===== config.mk =====
export PLATFORM = sky130hd
export DESIGN_NAME = mmio_mac_stage
export DESIGN_NICKNAME = d
export VERILOG_FILES = /design/src/rtl/mmio_mac_stage.sv
export SDC_FILE = /design/constraint.sdc
export NUM_CORES = 2
export LEC_CHECK = 0
export BUFFER_PORTS_ARGS = -buffer_cell sky130_fd_sc_hd__buf_2
export CORE_MARGIN = 2
export CORE_UTILIZATION = 53
export CTS_CLUSTER_DIAMETER = 150
export CTS_CLUSTER_SIZE = 30
export DETAILED_ROUTE_END_ITERATION = 10
export PLACE_DENSITY = 0.74
export SETUP_SLACK_MARGIN = 0.05
export SYNTH_ARGS = -nofsm -noshare
export SYNTH_HDL_FRONTEND = slang
export SYNTH_SLANG_ARGS = --single-unit

===== constraint.sdc =====
create_clock -name clk -period 4.77 [get_ports clk]
set_clock_uncertainty 0.1 [all_clocks]
set_input_delay 0.7155 -clock clk [delete_from_list [all_inputs] [get_ports clk]]
set_output_delay 0.7155 -clock clk [all_outputs]
set_load 0.01 [all_outputs]

===== src/rtl/mmio_mac_stage.sv =====
// rtl/mmio_mac_stage.sv - two-stage signed byte-lane dot-product MAC with saturating accumulator
module mmio_mac_stage #(
    parameter int LANES = 8,
    parameter int DW    = 8,
    parameter int ACCW  = 24,
    parameter int CNTW  = 16
) (
    input  logic                  clk,
    input  logic                  rst_n,
    input  logic                  en,
    input  logic [LANES*DW-1:0]   a_in,
    input  logic [LANES*DW-1:0]   b_in,
    input  logic                  clr,
    output logic [ACCW-1:0]       acc,
    output logic                  acc_valid,
    output logic                  sat,
    output logic [CNTW-1:0]       count
);

    localparam int PW   = 2 * DW;
    localparam int SUMW = PW + $clog2(LANES);

    logic signed [PW-1:0]   a_ext [LANES];
    logic signed [PW-1:0]   b_ext [LANES];
    logic signed [PW-1:0]   prod  [LANES];
    logic signed [PW-1:0]   p     [LANES];
    logic                   v1;
    logic signed [SUMW-1:0] sum;
    logic signed [ACCW:0]   t;

    // Lanes are widened to the product width first so the multiply is full precision.
    always_comb begin
        for (int i = 0; i < LANES; i++) begin
            a_ext[i] = PW'($signed(a_in[i*DW +: DW]));
            b_ext[i] = PW'($signed(b_in[i*DW +: DW]));
            prod[i]  = a_ext[i] * b_ext[i];
        end
    end

    always_ff @(posedge clk or negedge rst_n) begin
        if (!rst_n) begin
            for (int i = 0; i < LANES; i++) begin
                p[i] <= '0;
            end
            v1 <= 1'b0;
        end else begin
            if (en) begin
                for (int i = 0; i < LANES; i++) begin
                    p[i] <= prod[i];
                end
            end
            v1 <= en;
        end
    end

    always_comb begin
        sum = '0;
        for (int i = 0; i < LANES; i++) begin
            sum = sum + SUMW'(p[i]);
        end
        t = (ACCW+1)'($signed(acc)) + (ACCW+1)'(sum);
    end

    // t is one bit wider than acc, so a disagreement of its top two bits means overflow.
    always_ff @(posedge clk or negedge rst_n) begin
        if (!rst_n) begin
            acc       <= '0;
            acc_valid <= 1'b0;
            sat       <= 1'b0;
            count     <= '0;
        end else if (clr) begin
            acc       <= '0;
            acc_valid <= 1'b0;
            sat       <= 1'b0;
            count     <= '0;
        end else if (v1) begin
            if (t[ACCW] != t[ACCW-1]) begin
                sat <= 1'b1;
                if (t[ACCW]) begin
                    acc <= {1'b1, {(ACCW-1){1'b0}}};
                end else begin
                    acc <= {1'b0, {(ACCW-1){1'b1}}};
                end
            end else begin
                acc <= t[ACCW-1:0];
            end
            if (count != {CNTW{1'b1}}) begin
                count <= count + CNTW'(1);
            end
            acc_valid <= 1'b1;
        end else begin
            acc_valid <= 1'b0;
        end
    end

endmodule


# [Word-level counts from Yosys, hierarchy flattened]
# Cells that the tools add are included.
# W data, S select, Z words.
[word_totals] in_bits=132 elab_cells=49 ff_bits=171 output_inout_bits=42
[op_classes] eq_ne=2 multipliers=8 mux=12 n_addsub=9 n_reduce_logical=5
[ops] operator="$mul A8 B8 Y16" count=8
[ops] operator="$mux W24" count=4
[ops] operator="$add A19 B16 Y19" count=4
[ops] operator="$mux W16" count=3
[ops] operator="$add A24 B19 Y25" count=1
[ops] operator="$add A18 B16 Y19" count=1
[ops] operator="$add A17 B16 Y18" count=1
[ops] operator="$add A16 B16 Y17" count=1
[ops] operator="$add A16 B1 Y16 const B" count=1
[ops] operator="$ne A16 B16 Y1 const B" count=1
[ops] operator="$reduce_bool A2 Y1" count=3
[ops] operator="$mux W1" count=5
[ops] operator="$reduce_and A2 Y1" count=2
[ops] operator="$ne A1 B1 Y1" count=1

# [Depth between registers and ports, before layout]
[logic_depth] ltp_word=12 mapped_depth=19 depth_no_buf=18

# [Least setup slack after synthesis]
# Ideal clock, no wire load.
[synth_path] path_kind="reg-to-reg" start="register acc[2]" end="register acc[2]" t_arrival_ps=4716 stages_incl_launch_ff=20 setup_time_ps=99 path_slack_ps=-146 path_cell_list="dfrtp_1 -> inv_1 -> fa_1 -> inv_1 -> fa_1 -> fa_1 -> inv_1 -> fa_1 -> inv_1 -> ha_1 -> inv_1 -> fa_1 -> nor2b_1 -> o31a_1 -> o2111ai_2 -> a21bo_2 -> a21oi_2 -> buf_2 -> o31ai_1 -> a311oi_1"
[synth_via] elab_chain_len=5 elab_cells_between_ends=6 classes_between="add/sub (1); eq/ne (1); mux (4)"
[synth_lines] item="from (decl)" line="14" source="output logic [ACCW-1:0] acc,"
[synth_lines] item="from (signal assigned)" line="80" source="acc <= {1'b1, {(ACCW-1){1'b0}}};"
[synth_lines] item="from (signal assigned)" line="82" source="acc <= {1'b0, {(ACCW-1){1'b1}}};"
[synth_lines] item="from (signal assigned)" line="85" source="acc <= t[ACCW-1:0];"
[synth_lines] item="$add A24 B19 Y25 *" line="61" source="t = (ACCW+1)'($signed(acc)) + (ACCW+1)'(sum);"
[synth_lines] item="$mux W24 / $ne A1 B1 Y1 (equally long branches)" line="79, 77"
[synth_lines] item="$mux W24 *" line="77" source="if (t[ACCW] != t[ACCW-1]) begin"
[synth_lines] item="$mux W24 *" line="76" source="end else if (v1) begin"
[synth_lines] item="$mux W24 *" line="71" source="end else if (clr) begin"
# Mark *: on every way between the ends. The rest lies on a longest branch, timed or not. The select of a mux whose other input is x is not followed.
# A chain may end at the register's enable or synchronous reset.

# [Worst setup path after layout]
[layout_path] start="register p[63] (netlist name)" end="register acc[18]"
[layout_via] elab_chain_len=9 elab_cells_between_ends=10 classes_between="add/sub (5); eq/ne (1); mux (4)"
[layout_lines] item="from (decl)" line="26" source="logic signed [PW-1:0] p [LANES];"
[layout_lines] item="from (signal, indexed assignment)" line="49" source="p[i] <= prod[i];"
[layout_lines] item="$add A19 B16 Y19 * (4 in series)" line="59" source="sum = sum + SUMW'(p[i]);"
[layout_lines] item="$add A24 B19 Y25 *" line="61"
[layout_lines] item="$mux W24 / $ne A1 B1 Y1 (equally long branches)" line="79, 77"
[layout_lines] item="$mux W24 *" line="77"
[layout_lines] item="$mux W24 *" line="76"
[layout_lines] item="$mux W24 *" line="71"
# Marked as above.

==> results.tsv <==
stage	metric	value	unit
sta	tns	-5.26	ns
clock_network	ctsHoldBuffers	0	
logic_synthesis	synth_top_area_frac	0.374	
sta	finalCriticalPeriod	5.06	ns
sta	fmax	0.197	GHz
sta	hold_slack	0.168	ns
logic_synthesis	synth_largest_area_cell	fa_1	
detailed_routing	drc	0	
placement	globalplace.congestion	0.924	
setup_path	start_kind	flop	
detailed_routing	via_count	24300	
sta	slew_headroom	0.284	
logic_synthesis	synth_area	31100	sq um
detailed_routing	vias_per_cell	5.23	
global_routing	grt_max_degree	96	
setup_path	startpoint	p[63]$_DFFE_PN0P_	
sta	rsz0062_at_grt	true	
setup_path	cpMostUsedCell	fa_1	
floorplan	die_w	246	um
cells_and_area	drive_above_1_share	0.236	
hold_path	min_path_type	input port to async pin	
floorplan	rows	88	
logic_synthesis	syn_nets	4198	
clock_network	clockRootBuffer	clkbuf_16	
logic_synthesis	syn_inst	3227	
floorplan	die-height	246	um
setup_path	setup.worst_path.end_class	flop	
clock_network	cts.clk_slew.worst_paths	0.08	ns
floorplan	core_area	57800	sq um
cells_and_area	num_antenna_cells	0	
placement	preCtsSetupSlack	-0.506	ns
logic_synthesis	synth.most_common_cell	inv_1	
floorplan	start_util	0.538	
cells_and_area	syn_to_final_growth	22.6	%
logic_synthesis	synthTopCellsByArea	fa_1 (37%), dfrtp_1 (14%), ha_1 (10%)	
logic_synthesis	ys_seq_area_frac	0.138	
setup_path	worst_r2r_path_depth	17	
setup_path	cp.required	4.97	ns
global_routing	grt_pass1_vias	25400	
setup_path	cpMaxStageDelayCell	fa_2	
logic_synthesis	syn_avg_cell_area	9.63	sq um
logic_synthesis	synth.distinct_cells	70	
logic_synthesis	synth_edf_count	0	
logic_synthesis	async_flop_share	1.00	
setup_path	critPathMaxStageDelay	0.64	ns
sta	hold_violations	0	
detailed_routing	wirelength	76100	um
clock_network	cts_buffer_depth	2	
status	violations	negative setup slack	
sta	setup_viol	24	
logic_synthesis	synth-warning-count	0	
clock_network	cts_buffers	17	
setup_path	critical_path_class	flop to flop	
setup_path	worstReg2RegStart	p[63]$_DFFE_PN0P_	
job	maxCapViolCount	0	
sta	slew_viol_final	0	
global_routing	track_usage	0.259	
floorplan	io_pins	174	
setup_path	cp_max_fo	7	
global_routing	antenna_found_initial	2	
sta	fin_crit_sh	1.06	
logic_synthesis	synthFlopType	dfrtp_1	
detailed_routing	dr.pass1.iters	5	
logic_synthesis	ys_seq_elements	171	
placement	dp.final_hpwl	63100	um
placement	io_buffers	173	
clock_network	htree_levels	4	
setup_path	critical_path_arrival	5.26	ns
sta	worst_pin_slew	1.07	ns
floorplan	fp.dieArea	60600	sq um
cells_and_area	nets	4840	
sta	setup_ws	-0.294	ns
clock_network	clk_latency	0.46	ns
detailed_routing	wire_per_inst	16.4	um
global_routing	grt_pass1_wl	125000	um
clock_network	clock_sinks	171	
logic_synthesis	synth_top_cells_by_count	inv_1 (739), fa_1 (581), and2_1 (297), ha_1 (258), nand2_1 (232)	
status	status	complete, but fails checks	
detailed_routing	ant_nets	0	
detailed_routing	drt_iter0_drc	1436	
global_routing	grt_overflow	0	
clock_network	cts_tree	yes	
setup_path	crit_chain	fa_2 > inv_4 > fa_1 > fa_1 > inv_1 > fa_1 > ha_4 > a21oi_4 > o211ai_1 > a311oi_2 > a31oi_4 > xor2_2 > buf_6 > buf_12 > buf_6 > o311ai_4 > a311oi_2	
-- cell families (layout without fill, tap and decap cells) --
kind of cell,Yosys count,count (layout),synth area share
multiplexers,60,60,0.0216
XOR/XNOR,136,136,0.0386
adder cells (fa/ha/maj),839,839,0.478
AND/OR/NAND/NOR,853,853,0.144
AO/OA/AOI/OAI,376,376,0.0836
flip-flops,171,171,0.138
buffers and inverters,792,1447,0.0964
-- timing repair --
item	in CTS	in global routing
setup endpoints to repair	27	46
cloned	2	2
gates resized for setup	88	102
buffers inserted	20	13
pin swaps	52	61
-- final timing paths --
check                      slack, ns              endpoint
min                             0.17  count[4]$_DFFE_PN0P_
max in group asynchronous       3.40     p[94]$_DFFE_PN0P_
min reg2reg                     0.39     p[26]$_DFFE_PN0P_
max                            -0.29   acc[18]$_DFFE_PN0P_
max reg2reg                    -0.29   acc[18]$_DFFE_PN0P_
min in group clk                0.39     p[26]$_DFFE_PN0P_
-- metal layers --
layer / track usage / vias to the layer above / wire length (um)
li1: - / 11300 / -
met1: 0.336 / 12200 / 31800
met2: 0.452 / 652 / 38300
met3: 0.0325 / 132 / 3630
met4: 0.0781 / 2 / 2430
met5: 0 / - / 14
-- flip-flops by register name, summed over array words and instances, names as in the netlist --
| name | flops |
|---|---|
| acc | 24 |
| acc_valid | 1 |
| count | 16 |
| p | 128 |
| sat | 1 |
| v1 | 1 |
-- cells in the final DEF (no fill, tap or decap), drive strengths merged, types with 10 or more instances in the layout --
master  count
a211oi     12
a21boi     13
a21o       36
a21oi      63
a311oi     18
a31oi      13
and2      297
and3       10
buf       675
clkbuf     19
dfrtp     171
fa        581
ha        258
inv       748
mux2       56
nand2     232
nand2b     57
nand3      37
nand4      13
nor2       92
nor2b      16
nor3       36
o211ai     26
o21a       26
o21ai      84
o31ai      25
or3        30
xnor2     109
xor2       27
-- layout make-up --
type                       count  area [sq um]
inverter                     739          2780
sequential                   171          4280
multi-input combinational   2264         24700
timing repair buffer         676          4840
clock inverter                14           148
fill                        4543         19700
tap                          765           957
clock buffer                  18           439
-- worst max-delay path: cells and delay by family, from the launching register on --
family | cells | cell delay, ns
adder cells (fa/ha/maj) | 5 | 2.41
XOR/XNOR | 1 | 0.19
buffers and inverters | 5 | 0.55
AO/OA/AOI/OAI | 6 | 1.24
flip-flops | 1 | 0.42
-- stage by stage --
stage | area (sq um) | util | instances
4_1_cts | 37500 | 0.649 | 4635
3_5_place_dp | 36300 | 0.628 | 4581
6_report | 38100 | 0.659 | 4647
2_1_floorplan | 31100 | - | 3227
3_3_place_gp | 36300 | 0.628 | 4581
5_1_grt | 38100 | 0.659 | 4647
Power is left out: the tool's default activity adds up to more than one toggle a clock period on the data nets, which glitch-free logic cannot reach.
